[src/rtl/spi_poll_sequencer.sv]
// spi_poll_sequencer: runs a fixed SPI-master script (sensor/ADC init, then periodic polls) and keeps the results.
// Optional macro WATCHDOG_EN bounds each wait by TO_CYC cycles and raises a sticky err.
module seg7_dec (
   input  logic [3:0] i_nib,
   output logic [6:0] o_seg
);
   always_comb begin
      case (i_nib)
         4'h0: o_seg = 7'h3F;
         4'h1: o_seg = 7'h06;
         4'h2: o_seg = 7'h5B;
         4'h3: o_seg = 7'h4F;
         4'h4: o_seg = 7'h66;
         4'h5: o_seg = 7'h6D;
         4'h6: o_seg = 7'h7D;
         4'h7: o_seg = 7'h07;
         4'h8: o_seg = 7'h7F;
         4'h9: o_seg = 7'h6F;
         4'hA: o_seg = 7'h77;
         4'hB: o_seg = 7'h7C;
         4'hC: o_seg = 7'h39;
         4'hD: o_seg = 7'h5E;
         4'hE: o_seg = 7'h79;
         default: o_seg = 7'h71;
      endcase
   end
endmodule

module spi_poll_sequencer #(
   parameter logic [7:0] TEMP_CFG = 8'hE6,
   parameter int         POLL_CYC = 1000,
   parameter int         TO_CYC   = 4096
) (
   input  logic       CLK,
   input  logic       Reset,
   input  logic       enable,
   output logic [1:0] Mode,
   output logic [1:0] secondary_num,
   output logic       flag_inv,
   output logic [7:0] data_to_send,
   output logic       write_ready,
   output logic       read_ready,
   input  logic       ready_send,
   input  logic       ready_read,
   input  logic [7:0] recieved_data,
   output logic [7:0] temp_int,
   output logic [7:0] temp_frac,
   output logic [7:0] adc_status,
   output logic       round_done,
   output logic       busy,
   output logic       err
);
   localparam int         CMAX      = (POLL_CYC > TO_CYC) ? POLL_CYC : TO_CYC;
   localparam int         CW        = $clog2(CMAX + 1);
   localparam logic [3:0] INIT_END  = 4'd4;
   localparam logic [3:0] ROUND_BEG = 4'd5;
   localparam logic [3:0] ROUND_END = 4'd14;

   typedef enum logic [2:0] {INIT_S, IDLE, SETUP, STROBE, WAIT, CAPTURE, GAP} state_t;

   state_t        r_state, w_state_nx;
   logic [3:0]    r_ptr, w_ptr_nx;
   logic [CW-1:0] r_cnt, w_cnt_nx;
   logic          r_rs_q, r_rr_q, r_rs_edge, r_rr_edge;
   logic          r_err, r_done, r_busy;
   logic [7:0]    r_int, r_frac, r_adc;
   logic          w_rd, w_edge, w_timeout, w_step_done, w_act, w_last;
   logic [1:0]    w_mode, w_sec;
   logic [3:0]    w_nib;
   logic [6:0]    w_seg;
   logic [7:0]    w_byte;

   // Script ROM: steps 0..4 are INIT, 5..14 are one poll round.
   assign w_rd   = (r_ptr == 4'd6) || (r_ptr == 4'd8) || (r_ptr == 4'd12);
   assign w_mode = (r_ptr == 4'd6 || r_ptr == 4'd8) ? 2'b11 :
                   (r_ptr < 4'd2 || r_ptr == 4'd5 || r_ptr == 4'd7) ? 2'b10 : 2'b00;
   assign w_sec  = (r_ptr >= 4'd13) ? 2'd2 :
                   ((r_ptr >= 4'd2 && r_ptr <= 4'd4) || (r_ptr >= 4'd9 && r_ptr <= 4'd12)) ? 2'd1 : 2'd0;
   assign w_nib  = (r_ptr == 4'd13) ? r_int[7:4] : r_int[3:0];

   seg7_dec u_dc (.i_nib(w_nib), .o_seg(w_seg));

   always_comb begin
      case (r_ptr)
         4'd0:        w_byte = 8'h80;
         4'd1:        w_byte = TEMP_CFG;
         4'd2:        w_byte = 8'h08;
         4'd3, 4'd5:  w_byte = 8'h02;
         4'd4:        w_byte = 8'h03;
         4'd7:        w_byte = 8'h01;
         4'd9:        w_byte = 8'h10;
         4'd13, 4'd14: w_byte = {1'b0, w_seg};
         default:     w_byte = 8'h00;
      endcase
   end

   assign w_act         = r_state inside {SETUP, STROBE, WAIT, CAPTURE};
   assign Mode          = w_act ? w_mode : 2'b00;
   assign secondary_num = w_act ? w_sec : 2'd0;
   assign flag_inv      = w_act && (w_sec != 2'd0);
   assign data_to_send  = w_act ? w_byte : 8'h00;
   assign write_ready   = (r_state == STROBE) && !w_rd;
   assign read_ready    = (r_state == STROBE) && w_rd;
   assign w_edge        = w_rd ? r_rr_edge : r_rs_edge;
   assign w_last        = (r_ptr == INIT_END) || (r_ptr == ROUND_END);

`ifdef WATCHDOG_EN
   assign w_timeout = (r_state == WAIT) && !w_edge && (r_cnt == CW'(TO_CYC - 1));
`else
   assign w_timeout = 1'b0;
`endif

   always_comb begin
      w_state_nx  = r_state;
      w_ptr_nx    = r_ptr;
      w_cnt_nx    = r_cnt;
      w_step_done = 1'b0;
      case (r_state)
         INIT_S:  w_state_nx = SETUP;
         IDLE:    w_state_nx = enable ? SETUP : IDLE;
         SETUP: begin
            w_state_nx = STROBE;
            w_cnt_nx   = '0;
         end
         STROBE: begin
            w_state_nx = (w_rd && r_cnt == '0) ? STROBE : WAIT;
            w_cnt_nx   = (w_rd && r_cnt == '0) ? CW'(1) : '0;
         end
         WAIT: begin
            w_state_nx  = (w_edge && w_rd) ? CAPTURE : WAIT;
            w_step_done = (w_edge && !w_rd) || w_timeout;
            w_cnt_nx    = r_cnt + 1'b1;
         end
         CAPTURE: w_step_done = 1'b1;
         GAP: begin
            w_state_nx = (r_cnt != '0) ? GAP : (enable ? SETUP : IDLE);
            w_cnt_nx   = (r_cnt != '0) ? r_cnt - 1'b1 : r_cnt;
         end
         default: w_state_nx = INIT_S;
      endcase
      if (w_step_done) begin
         w_state_nx = w_last ? GAP : SETUP;
         w_ptr_nx   = w_last ? ROUND_BEG : r_ptr + 1'b1;
         w_cnt_nx   = CW'(POLL_CYC - 1);
      end
   end

   always_ff @(posedge CLK or negedge Reset) begin
      if (!Reset) begin
         r_state   <= INIT_S;
         r_ptr     <= '0;
         r_cnt     <= '0;
         r_rs_q    <= 1'b0;
         r_rr_q    <= 1'b0;
         r_rs_edge <= 1'b0;
         r_rr_edge <= 1'b0;
         r_err     <= 1'b0;
         r_done    <= 1'b0;
         r_busy    <= 1'b0;
         r_int     <= '0;
         r_frac    <= '0;
         r_adc     <= '0;
      end else begin
         r_state   <= w_state_nx;
         r_ptr     <= w_ptr_nx;
         r_cnt     <= w_cnt_nx;
         r_rs_q    <= ready_send;
         r_rr_q    <= ready_read;
         r_rs_edge <= ready_send & ~r_rs_q;
         r_rr_edge <= ready_read & ~r_rr_q;
         r_err     <= r_err | w_timeout;
         r_done    <= w_step_done && (r_ptr == ROUND_END);
         r_busy    <= !(w_state_nx inside {IDLE, GAP});
         if (r_state == CAPTURE && r_ptr == 4'd6)  r_int  <= recieved_data;
         if (r_state == CAPTURE && r_ptr == 4'd8)  r_frac <= recieved_data;
         if (r_state == CAPTURE && r_ptr == 4'd12) r_adc  <= recieved_data;
      end
   end

   assign temp_int   = r_int;
   assign temp_frac  = r_frac;
   assign adc_status = r_adc;
   assign round_done = r_done;
   assign busy       = r_busy;
   assign err        = r_err;
endmodule

[config.mk]
export PLATFORM = sky130hd
export DESIGN_NAME = spi_poll_sequencer
export DESIGN_NICKNAME = d
export VERILOG_FILES = /design/src/rtl/spi_poll_sequencer.sv
export SDC_FILE = /design/constraint.sdc
export NUM_CORES = 1
export LEC_CHECK = 0
export ABC_AREA = 1
export CAP_MARGIN = 25
export CORE_AREA = 2 2 102 104
export CTS_BUF_LIST = sky130_fd_sc_hd__clkbuf_4 sky130_fd_sc_hd__clkbuf_8
export DETAILED_ROUTE_END_ITERATION = 10
export DIE_AREA = 0 0 104 106
export PLACE_DENSITY = 0.53
export SYNTH_ARGS = -nofsm -noshare
export SYNTH_HDL_FRONTEND = slang
export SYNTH_SLANG_ARGS = --single-unit
[constraint.sdc]
create_clock -name CLK -period 3.3 [get_ports CLK]
set_input_delay 0.66 -clock CLK [delete_from_list [all_inputs] [get_ports CLK]]
set_output_delay 0.66 -clock CLK [all_outputs]
set_load 0.01 [all_outputs]
---- Word level (Yosys, flattened, before mapping) ----
Memories as Yosys holds them, arrays and structs flattened.
Cells that the tools add are included.
word-level totals
  bits in registers ....................... 50
  memory bits (read-only) ................. 112
  input bits .............................. 13
  output and inout bits ................... 42
  logic and storage cells ................. 101
  memories ................................ 1
memory list
  name              depth  width  rd ports  clocked after memory_dff  wr ports  line  text
  (name not given)  16     7      1         0                         0         8     case (i_nib)
cells by class
  add/sub/neg operators ................... 3
  $lt $le $gt $ge ......................... 6
  equal/unequal tests ..................... 21
  mux-type cells .......................... 23
  bitwise logic cells ..................... 4
  reductions and logical operators ........ 31
operators by type and width
  cell                                                count
  case mux 8 bit (8 select lines)                     1
  case mux 13 bit (4 select lines)                    1
  two-way mux 13 bit                                  2
  case mux 3 bit (7 select lines)                     1
  == test 4 bit, second input constant                5
  == test 4 x 3 -> 1 bit, second input constant       4
  adder 13 x 1 -> 13 bit, second input constant       1
  logical NOT 13 bit                                  1
  nonzero test 13 bit                                 1
  subtractor 13 x 1 -> 13 bit, second input constant  1
  == test 3 bit, second input constant                4
  logical AND 1 bit                                   12
  two-way mux 2 bit                                   6
  two-way mux 3 bit                                   4
  == test 4 x 2 -> 1 bit, second input constant       2
  >= comparator 4 bit, second input constant          2
  two-way mux 4 bit                                   2
  two-way mux 8 bit                                   1
  == test 3 x 1 -> 1 bit, second input constant       2
  == test 3 x 2 -> 1 bit, second input constant       2
  logical OR 1 bit                                    6
  nonzero test 5 bit                                  1
  adder 4 x 1 -> 4 bit, second input constant         1
  == test 4 x 1 -> 1 bit, second input constant       1
  16 further kinds                                    24

---- Depth between registers and ports, before layout ----
  depth after elaboration ................. 11
  mapped depth ............................ 15
  depth with buffers taken out ............ 15

---- Modules after synthesis ----
Synthesis repeated with hierarchy kept, for this count alone.
unflattened totals
  cell total of the unflattened synthesis .. 469
  area, all modules ....................... 3457.1 sq um
modules (own cells, without submodules)
  module              instances  cells each  area an instance (sq um)  seq. area each (sq um)
  spi_poll_sequencer  1          417         3186.8                    1251.2
  seg7_dec            1          52          270.3                     0.0

---- Worst setup path after synthesis ----
OpenSTA, ideal clock, no wires.
  path kind ............................... flip-flop to output port
  from .................................... reg r_ptr[1]
  to ...................................... out data_to_send[3]
  data arrival time ....................... 2262 ps
  required time ........................... 2640 ps
  path slack .............................. 378 ps
  cell stages (with the launch flop) ...... 12
  buffers on the path ..................... 0
  cells stage by stage .................... dfrtp_1 > inv_1 > ha_1 > inv_1 > nor2_4 > o21ai_0 > inv_1 > ha_1 > nor2_1 > o21ai_0 > nand3_1 > a21oi_1
between the ends
  longest elaborated chain between the ends .. 5
  elaborated cells on any way between the ends .. 16
  those cells by class .................... 9 x eq/ne; 3 x mux; 3 x reduce/logical; 1 x memory
ends and longest elaborated chain
  what                                 line    text
  start: declaration                   62      logic [3:0] r_ptr, w_ptr_nx;
  start signal: assignment             165     r_ptr <= w_ptr_nx;
  == test 4 bit                        79, 84
  two-way mux 4 bit                    79      assign w_nib = (r_ptr == 4'd13) ? r_int[7:4] : r_int[3:0];
  memory (16 x 7 bit)                  --
  case mux 8 bit (8 select lines) (*)  84      case (r_ptr)
  two-way mux 8 bit (*)                101     assign data_to_send = w_act ? w_byte : 8'h00;
  end: declaration                     40      output logic [7:0] data_to_send,
Every way passes the cells marked *; elsewhere a longest branch is shown, timed or not.

---- Worst setup path in the final report ----
  from .................................... reg r_ptr[0]
  to ...................................... out data_to_send[3]
The elaborated chain is that of the path after synthesis.

==> qor.yml <==
power_and_ir_drop:
  peakVddDrop_v: 0.000290
  p_leak_nw: 2.08
  p_per_area_nw_per_um2: 725
synthesis:
  synthArstFlopShare_pct: 100
  synth_area_leaders: "dfrtp_1 37%, nand2_1 13%, mux2_2 6.7%"
  ys_types: 39
  synth_edf_count: 0
  synth_common_cells: "118 x nand2_1, 58 x inv_1, 50 x dfrtp_1"
  synth-warning-count: 0
  synth_top_area_cell: "dfrtp_1"
  postSynthCellCount: 455
  ys.flop_type: "dfrtp_1"
  syn_area_per_cell_um2: 7.42
  synth_seq_cells: 50
  synth_top_area_share_pct: 37.0
  synth-seq-area-share_pct: 37.0
  synth_fp_nets: 481
  yosys.cell_count.top_type: "nand2_1"
  synth_area_um2: 3380
die:
  die_width_um: 104
  fp.dieArea_um2: 11000
  die_h_um: 106
  core_um2: 10000
  io_pins: 55
  start_util_pct: 33.8
  rows: 37
setup_path:
  worstPathArrival_ps: 2430
  cp-start-kind: "flop"
  crit_chain: "ha_1 > inv_1 > nor2_4 > inv_2 > nand2_1 > o21ai_4 > buf_4 > ha_1 > inv_1 > o21ai_0 > nand2_1 > nand3_1 > a21oi_1 > clkbuf_2"
  worstPathMaxFanout: 6
  cp_data_required_time_ps: 2640
  path_class: "reg2out"
  endpoint_kind: "primary output"
  critical_path.max_stage_delay_ps: 430
  cp_slowest_cell: "dfrtp_1"
global_routing:
  grt_antenna_before_repair: 0
  track_usage_pct: 16.6
  grt.overflow.total: 0
  grt_pass1_wl_mm: 14.9
  grt_max_degree: 31
  grt_pass1_vias: 3120
route:
  drc: 0
  wire_per_inst_um: 13.7
  vias: 3198
  first_pass_iters: 5
  vias_per_cell: 4.88
  ant_nets: 0
  drtIter0Drc: 185
  wl_mm: 8.95
placed_design:
  place_congestion: 0.861
  hpwlAfterDp_mm: 6.80
  post-place-cells: 644
  io_buffers: 53
layout:
  areaGrowthSynthToFinish_pct: 24.1
  drive_gt1_share_pct: 14.5
  fin_nets: 544
  layout.cells.non_filler: 655
  diodes: 0
  num-fill-cells: 1072
worst_hold_path:
  hold_class: "in2async"
cts:
  clockBufferDepth: 2
  cts_sinks: 50
  cts.clk_slew.worst_paths_ps: 100
  cts_tree: "done"
  root_buffer: "clkbuf_8"
  cts_buffers: 5
  htree_levels: 2
  worstSkewPairLatency_ps: 320
sta:
  maxSlewViolCount: 0
  clock_skew_ps: 9.64
  maxSlewHeadroom_pct: 51.7
  finalCriticalPeriod_ps: 3090
  setup_tns_ps: 0
  hold_violations: 0
  fmax_mhz: 323
  finalCritPeriodShare_pct: 93.7
  worst_hold_slack_ps: 383
  tightest_slew_ps: 725
  setup_viol: 0
run:
  cap_viol_max_count: 0
status:
  status: "finished, final reports clean"
[layout by cell type, fill, tap and decap left out, types with 4 or more instances in the layout]
| master | instances |
|---|---|
| nand2_1 | 118 |
| inv_1 | 57 |
| dfrtp_1 | 50 |
| clkdlybuf4s50_1 | 45 |
| nor2_1 | 39 |
| nand3_1 | 38 |
| o21ai_0 | 23 |
| a21oi_1 | 21 |
| mux2_2 | 20 |
| ha_1 | 13 |
| buf_4 | 11 |
| nand4_1 | 7 |
| nor2_2 | 7 |
| inv_2 | 6 |
| nand2_2 | 5 |
| a31oi_1 | 5 |
| clkbuf_8 | 5 |
| o21ai_1 | 4 |
| clkbuf_2 | 4 |
[stage by stage]
stage          setup WS, ps  power, W  instance area, um^2  util (%)
2_1_floorplan           378   0.00202                 3380         -
3_3_place_gp           92.4   0.00260                 4070      40.7
3_5_place_dp           2.80   0.00260                 4070      40.7
4_1_cts                83.0   0.00306                 4190      41.9
5_1_grt               -17.0   0.00333                 4190      41.9
6_report                207   0.00304                 4190      41.9
[cell families (layout without fill, tap and decap cells)]
| family | after synthesis | after routing | share of synthesized area [%] |
|---|---|---|---|
| simple gates | 226 | 226 | 29.4 |
| mux | 20 | 20 | 6.67 |
| other cells | 1 | 1 | 0.111 |
| xor+xnor | 3 | 3 | 0.778 |
| fa+ha+maj | 13 | 13 | 4.81 |
| flops | 50 | 50 | 37.0 |
| compound gates | 70 | 70 | 12.1 |
| buf+inv | 72 | 136 | 9.04 |
[worst paths after layout]
kind / endpoint / depth (start not counted) / start / slack, ps
max: data_to_send[3] / 14 / r_ptr[0] / 210
min: r_cnt[6] / 1 / Reset / 380
max reg2reg: r_cnt[12] / 15 / r_state[0] / 1060
min reg2reg: r_rr_edge / 1 / r_rr_q / 400
max in group asynchronous: adc_status[3] / 2 / Reset / 2260
min in group CLK: r_rr_edge / 1 / r_rr_q / 400
[where the power goes]
group          total (W)  internal (W)  leakage [nW]  switching, W
logic            0.00172      0.000622          1.37       0.00110
registers       0.000866      0.000737         0.651      0.000129
clock network   0.000449      0.000224        0.0579      0.000225
[cell type report]
| class | count | area [um^2] | area share, % |
|---|---|---|---|
| multi-input cells | 333 | 1840 | 43.8 |
| flip-flops and latches | 50 | 1250 | 29.8 |
| clock inverters | 3 | 40.0 | 0.955 |
| inverters | 64 | 240 | 5.73 |
| clock buffers | 5 | 68.8 | 1.64 |
| well taps | 136 | 170 | 4.06 |
| repair buffers | 64 | 584 | 13.9 |
[per-layer routing]
layer | share of wire [%] | GRT usage (%) | vias up
met4 | 1.6 | 4.73 | 0
met3 | 6.0 | 4.29 | 12
met1 | 46 | 21.9 | 1496
met2 | 46 | 27.1 | 88
li1 | - | - | 1602
met5 | 0 | 0 | -
[worst max-delay path, delay by kind of cell (launching register included)]
| kind | cells | cell delay, ps |
|---|---|---|
| buf+inv | 5 | 580 |
| simple gates | 4 | 340 |
| fa+ha+maj | 2 | 410 |
| flops | 1 | 430 |
| compound gates | 3 | 360 |
[sequential cells by signal, indices dropped and copies added, names as in the netlist]
| name | flops |
|---|---|
| busy | 1 |
| r_rs_edge | 1 |
| r_state | 3 |
| r_rs_q | 1 |
| round_done | 1 |
| r_ptr | 4 |
| r_rr_edge | 1 |
| r_cnt | 13 |
| r_rr_q | 1 |
| temp_frac | 8 |
| temp_int | 8 |
| adc_status | 8 |
[what timing repair did]
action,CTS,global route
cloned,0,0
hold buffers,0,0
pin swaps,2,2
setup buffers,2,1
gates resized for setup,11,10
setup endpoints to repair,8,5
endpoints found under the hold margin,0,0
Note: power is estimated with default switching activity, not from simulation.
